File: config.mk
export PLATFORM = sky130hd
export DESIGN_NAME = crc_stream_controller
export DESIGN_NICKNAME = d
export VERILOG_FILES = /design/src/rtl/crc_stream_controller.sv
export SDC_FILE = /design/constraint.sdc
export NUM_CORES = 1
export LEC_CHECK = 0
export ABC_AREA = 1
export ABC_CLOCK_PERIOD_IN_PS = 5970
export BUFFER_PORTS_ARGS = -buffer_cell sky130_fd_sc_hd__buf_4
export CELL_PAD_IN_SITES_DETAIL_PLACEMENT = 0
export CELL_PAD_IN_SITES_GLOBAL_PLACEMENT = 1
export CORE_UTILIZATION = 44
export CTS_CLUSTER_DIAMETER = 40
export DETAILED_ROUTE_END_ITERATION = 8
export PLACE_DENSITY_LB_ADDON = 0.05
export SKIP_CTS_REPAIR_TIMING = 1
export SYNTH_ARGS = -nofsm -noshare
export SYNTH_HDL_FRONTEND = slang
export SYNTH_SLANG_ARGS = --single-unit
export TNS_END_PERCENT = 50
File: constraint.sdc
create_clock -name clk -period 5.97 [get_ports clk]
set_input_delay 1.194 -clock clk [delete_from_list [all_inputs] [get_ports clk]]
set_output_delay 1.194 -clock clk [all_outputs]
set_load 0.02 [all_outputs]
File: src/rtl/crc_stream_controller.sv
// Sequencer for the CRC datapath: queues encode/check requests and walks each one
// through a load cycle, SHIFT_CYCLES shift cycles and a one-cycle completion strobe.
module crc_stream_controller #(
    parameter int  DATA_WIDTH     = 32,
    parameter int  CRC_WIDTH      = 8,
    parameter int  BITS_PER_CYCLE = 1,
    parameter int  QUEUE_DEPTH    = 2,
    localparam int SHIFT_CYCLES   = (DATA_WIDTH + CRC_WIDTH) / BITS_PER_CYCLE,
    localparam int CW             = ($clog2(SHIFT_CYCLES) > 1) ? $clog2(SHIFT_CYCLES) : 1
) (
    input  logic          clk,
    input  logic          rst_n,
    input  logic          write,
    input  logic          mode,
    input  logic          crc_zero,
    output logic          load_en,
    output logic          shift_en,
    output logic [CW-1:0] shift_index,
    output logic          data_valid,
    output logic          check_valid,
    output logic          check_fail,
    output logic          overflow,
    output logic          queue_full,
    output logic          controller_busy
);

    localparam int PW = (QUEUE_DEPTH > 1) ? $clog2(QUEUE_DEPTH) : 1;
    localparam int QW = $clog2(QUEUE_DEPTH + 1);

    if ((DATA_WIDTH + CRC_WIDTH) % BITS_PER_CYCLE != 0) begin : g_bad_bpc
        $error("DATA_WIDTH+CRC_WIDTH must be a multiple of BITS_PER_CYCLE");
    end
    if (QUEUE_DEPTH < 1) begin : g_bad_depth
        $error("QUEUE_DEPTH must be at least 1");
    end

    typedef enum logic [1:0] {IDLE, LOAD, SHIFT, DONE} state_t;

    state_t               state_q, state_d;
    logic [CW-1:0]        cnt_q, cnt_d;
    logic                 cur_mode_q, cur_mode_d;
    logic [QUEUE_DEPTH-1:0] fifo_q;
    logic [PW-1:0]        rd_ptr_q, rd_ptr_d, wr_ptr_q, wr_ptr_d;
    logic [QW-1:0]        count_q, count_d;
    logic                 load_q, shift_q, dv_q, cv_q, ovf_q, full_q, busy_q;
    logic [CW-1:0]        idx_q, idx_d;
    logic                 push, pop;

    function automatic logic [PW-1:0] ptr_inc(input logic [PW-1:0] p);
        return (p == PW'(QUEUE_DEPTH - 1)) ? '0 : p + 1'b1;
    endfunction

    // Pop happens only when a new operation starts; a pop frees a slot for a same-cycle push.
    always_comb begin
        pop        = ((state_q == IDLE) || (state_q == DONE)) && (count_q != '0);
        push       = write && ((count_q != QW'(QUEUE_DEPTH)) || pop);
        state_d    = state_q;
        cnt_d      = cnt_q;
        cur_mode_d = cur_mode_q;
        rd_ptr_d   = pop  ? ptr_inc(rd_ptr_q) : rd_ptr_q;
        wr_ptr_d   = push ? ptr_inc(wr_ptr_q) : wr_ptr_q;
        count_d    = count_q + QW'(push) - QW'(pop);

        unique case (state_q)
            IDLE, DONE: begin
                if (pop) begin
                    state_d    = LOAD;
                    cur_mode_d = fifo_q[rd_ptr_q];
                end else begin
                    state_d = IDLE;
                end
            end
            LOAD: begin
                state_d = SHIFT;
                cnt_d   = '0;
            end
            SHIFT: begin
                if (cnt_q == CW'(SHIFT_CYCLES - 1)) begin
                    state_d = DONE;
                    cnt_d   = '0;
                end else begin
                    cnt_d = cnt_q + 1'b1;
                end
            end
            default: state_d = IDLE;
        endcase

        idx_d = (state_d == SHIFT) ? cnt_d : '0;
    end

    always_ff @(posedge clk or negedge rst_n) begin
        if (!rst_n) begin
            state_q    <= IDLE;
            cnt_q      <= '0;
            cur_mode_q <= 1'b0;
            rd_ptr_q   <= '0;
            wr_ptr_q   <= '0;
            count_q    <= '0;
            load_q     <= 1'b0;
            shift_q    <= 1'b0;
            idx_q      <= '0;
            dv_q       <= 1'b0;
            cv_q       <= 1'b0;
            ovf_q      <= 1'b0;
            full_q     <= 1'b0;
            busy_q     <= 1'b0;
        end else begin
            state_q    <= state_d;
            cnt_q      <= cnt_d;
            cur_mode_q <= cur_mode_d;
            rd_ptr_q   <= rd_ptr_d;
            wr_ptr_q   <= wr_ptr_d;
            count_q    <= count_d;
            load_q     <= (state_d == LOAD);
            shift_q    <= (state_d == SHIFT);
            idx_q      <= idx_d;
            dv_q       <= (state_d == DONE) && !cur_mode_d;
            cv_q       <= (state_d == DONE) && cur_mode_d;
            ovf_q      <= write && !push;
            full_q     <= (count_d == QW'(QUEUE_DEPTH));
            busy_q     <= (state_d != IDLE) || (count_d != '0);
        end
    end

    // Queue storage holds only mode bits; occupancy is tracked by count_q, so no reset needed.
    always_ff @(posedge clk) begin
        if (push) begin
            fifo_q[wr_ptr_q] <= mode;
        end
    end

    assign load_en         = load_q;
    assign shift_en        = shift_q;
    assign shift_index     = idx_q;
    assign data_valid      = dv_q;
    assign check_valid     = cv_q;
    assign check_fail      = cv_q & ~crc_zero;
    assign overflow        = ovf_q;
    assign queue_full      = full_q;
    assign controller_busy = busy_q;

endmodule

* Word-level counts from Yosys, hierarchy flattened
Index checks and enable logic that the tools add are counted.
** Storage, ports and cells
- Register bits after elaboration :: 28
- Input bits :: 5
- Output and inout bits :: 14
- Logic and storage cells :: 65
** Cells by class
- $add $sub $neg :: 5
- $lt $le $gt $ge :: 3
- Eq/ne operators :: 9
- Muxes and demuxes :: 15
- Bitwise logic cells :: 2
- Reductions and logical operators :: 16
** Operators with widths (count)
- 2-to-1 mux 6 bit :: 2
- case mux 6 bit (2 select lines) :: 1
- equality test 2 bit (second input constant) :: 5
- 2-to-1 mux 1 bit :: 8
- adder 6 x 1 -> 6 bit (second input constant) :: 1
- equality test 6 bit (second input constant) :: 1
- logical AND 1 bit :: 6
- case mux 2 bit (3 select lines) :: 1
- nonzero test 2 bit :: 3
- equality test 2 x 1 -> 1 bit (second input constant) :: 2
- < comparator 1 x 2 -> 1 bit (second input constant) :: 2
- logical OR 1 bit :: 3
- adder 1 bit (second input constant) :: 2
- adder 2 x 1 -> 2 bit :: 1
- bitwise mux 2 bit :: 1
- zero test 1 bit :: 2
- zero test 2 bit :: 1
- 2-to-1 mux 2 bit :: 1
- != test 2 bit (second input constant) :: 1
- OR reduction 2 bit :: 1
- subtractor 2 x 1 -> 2 bit :: 1
- AND 1 bit :: 1
- demux 1 bit (select 1 bit) :: 1
- >= comparator 1 bit (second input constant) :: 1
- inverter 1 bit :: 1

* Depth between registers and ports, before layout
- Depth after elaboration :: 9
- Mapped depth :: 12
- Mapped depth without buffers :: 12

* Worst setup path before layout
OpenSTA, ideal clock, no wires.
- Kind :: input -> output
- From :: input crc_zero
- To :: output check_fail
- Arrival time :: 1.487 ns
- Required time :: 4.776 ns
- Slack :: 3.289 ns
- Stages on the path :: 1
- Buffers on the path :: 0
- Cell sequence :: nor2_1
** On the way
- Longest elaborated chain between the ends :: 2
** Ends and longest elaborated chain
- start, declared :: RTL line 15 : input logic crc_zero,
- inverter 1 bit :: RTL line 137 : assign check_fail = cv_q & ~crc_zero;
- AND 1 bit :: RTL line 137
- end, declared :: RTL line 21 : output logic check_fail,
Every way passes these cells.

* Worst setup path in the final report
Ends and elaborated chain as after synthesis.

==> impl_results.md <==
* Footprint of the multi-input gates at 365 um^2
* Post-route clock period utilization at 45.6%
* Mapped Nets at 123
* Synth top area share at 56.8%
* Worst-Margin Slew at 0.324 ns
* Tmin final at 2.72 ns
* Fmax at 367 MHz
* Max_cap viols at 0
* TritonCTS clock tree: yes
* Initial core utilization at 46.3%
* Psw at 0.000304 W
* Worst Path Required at 4.78 ns
* P_int at 0.000402 W
* Clock share of power at 10.7%
* Post-Layout Inst Area at 1350 um^2
* Critical path type: input pin to output port
* DP HPWL at 1290 um
* Post-Route Setup TNS at 0 ns
* Critical path's largest stage delay at 0.14 ns
* Die width at 53.0 um
* GRT Util Overall at 15.0%
* Cells after Synth at 115
* Register area share after synthesis at 62.0%
* DR vias/cell at 4.72
* Layout cells sized above 1 at 24.1%
* GP Congestion at 0.736
* Congestion Overflow GR at 0
* Clock latency on the worst-skew pair at 0.32 ns
* CTS sink cnt at 28
* I/O Buffers at 18
* Vias at 789
* Vias in the first global route at 722
* Root buf cell: clkbuf_4
* Startpoint Class: input pin
* First-pass iteration count of the detailed router at 4
* First-pass GRT wire length at 2970 um
* Filler cells at 247
* Most frequent cells in the layout: dfrtp_1 (26), nor2_1 (19), buf_4 (18)
* Die area at 2810 um^2
* Area Overhead vs Synth at 17.4%
* R2R setup slack at 3.85 ns
* Hold Slack at 0.499 ns
* #FFs+latches synth at 28
* Num CTS Buffers at 3
* Routed WL at 1740 um
* CP arrival at 1.53 ns
* Ant diodes at 0
* H-tree Lvls at 1
* DR iter-0 viols at 9
* I/O Pins at 19
* Worst IR Drop VDD at 0.000298 V
* Mean cell area of the mapped netlist at 9.97 um^2
* Final slew viol count at 0
* P per Cell Area at 525 nW/um^2
* CP cell instances: buf_4 -> nor2_1 -> buf_4
* Leakage at 0.719 nW
* RSZ-0062 raised after global routing: no
* CTS Buffer Depth at 2
* Relative slew slack at 78.4%
* Placement Cell Area at 1320 um^2
* Net Sw Frac at 43.1%
* Library cells used by synthesis at 22
* Register area at 711 um^2
* Avg WL per Cell at 10.4 um
* Skew final at 0.00735 ns
* Final ANT Viol Nets at 0
* Initial antenna violation count at 0
* Seq pwr share at 39.0%
* Combinational share of power at 50.3%
* Largest area contributor in the netlist: dfrtp_1
* Die Y at 53.0 um
* CP max stage cell: buf_4
* CTS clk-pin slew, worst paths at 0.14 ns
* DRC violations left at 0
* Final setup fails at 0
* Largest net degree at the start of global routing at 27
* Worst min path class: flop to flop
* Mapped cell area at 1150 um^2
* Most frequent CP cell: buf_4
* Outcome: complete, no violations
* Core area at 2480 um^2
* Hold Violations, Final at 0
* CP endpoint kind: output port
* Final nets at 146
* Worst-path fanout max at 1
* Top cells by area, synth: dfrtp_1 (57%), nor2_1 (6.2%), nand2_1 (5.6%), edfxtp_1 (5.2%), inv_1 (4.3%)
* Synth warnings at 0
* FP Rows at 18
* Commonest non-fill, non-tap cell in the layout: dfrtp_1
-- through the flow --
stage | utilization, % | instances | setup WS, ns | total power [W]
after floorplan | - | 115 | 3.29 | 0.000550
after global placement | 53.2 | 163 | 3.25 | 0.000635
after detailed placement | 53.2 | 163 | 3.24 | 0.000641
after CTS | 54.3 | 167 | 3.24 | 0.000719
after global routing | 54.3 | 167 | 3.20 | 0.000774
final | 54.3 | 167 | 3.25 | 0.000706
-- metal layers --
metal	vias to the layer above	track usage (%)	share of wire, %
met5	-	0	0
met4	0	7.89	0.75
met3	2	2.59	2.2
met2	8	24.9	53
met1	375	18.5	44
li1	404	-	-
-- power by group through the flow --
stage / logic, W / clock network [W] / registers [W]
global placement: 0.000356 / 0 / 0.000279
finish: 0.000355 / 0.0000753 / 0.000276
detailed placement: 0.000362 / 0 / 0.000280
floorplan: 0.000251 / 0 / 0.000299
CTS: 0.000363 / 0.0000805 / 0.000276
global route: 0.000405 / 0.0000862 / 0.000283
-- cells in the mapped netlist --
cell      number
a21oi_1        3
dfrtp_1       26
edfxtp_1       2
ha_1           3
inv_1         13
inv_2          4
inv_4          1
nand2_1       17
nand2_2        3
nand3_1        8
nand3b_1       1
nand4_1        2
nor2_1        19
nor2_2         2
nor2_8         1
nor3_1         2
o21ai_0        2
o21ai_1        1
o21ai_2        1
or2_1          1
xnor2_1        1
xor2_1         2
-- layout make-up --
class / count / area share (%)
multi-input cells: 69 / 27.2
clock inverters: 1 / 0.279
repair buffers: 18 / 10.0
inverters: 18 / 5.21
flip-flops and latches: 28 / 52.8
well taps: 30 / 2.79
clock buffers: 3 / 1.67
-- sequential cells by signal (all words and copies together) (netlist names) --
signal / cells
cnt_q: 6
queue_full: 1
rd_ptr_q: 1
load_en: 1
wr_ptr_q: 1
cur_mode_q: 1
state_q: 2
shift_index: 6
overflow: 1
check_valid: 1
shift_en: 1
controller_busy: 1
fifo_q: 2
data_valid: 1
count_q: 2
-- final timing paths --
check / cells past startpoint / start / to
max reg2reg: 11 / state_q[1]$_DFF_PN0_ / queue_full$_DFF_PN0_
max in group asynchronous: 1 / rst_n / cnt_q[1]$_DFF_PN0_
min: 1 / rd_ptr_q$_DFFE_PN0N_ / rd_ptr_q$_DFFE_PN0N_
min reg2reg: 1 / rd_ptr_q$_DFFE_PN0N_ / rd_ptr_q$_DFFE_PN0N_
min in group asynchronous: 1 / rst_n / state_q[0]$_DFF_PN0_
max: 3 / crc_zero / check_fail
-- kinds of logic (layout without fill, tap and decap cells) --
| family | Yosys count | after routing | share of synthesized area, % |
|---|---|---|---|
| flip-flops | 28 | 28 | 62.0 |
| adder cells (fa/ha/maj) | 3 | 3 | 3.28 |
| AO/OA/AOI/OAI | 7 | 7 | 3.38 |
| AND/OR/NAND/NOR | 56 | 56 | 22.9 |
| buffers and inverters | 18 | 40 | 6.11 |
| XOR/XNOR | 3 | 3 | 2.29 |
-- critical path: cells and delay by family --
family,cells,cell delay (ns)
simple gates,1,0.09
buf+inv,2,0.25
Power figures use the tool's default switching activity.
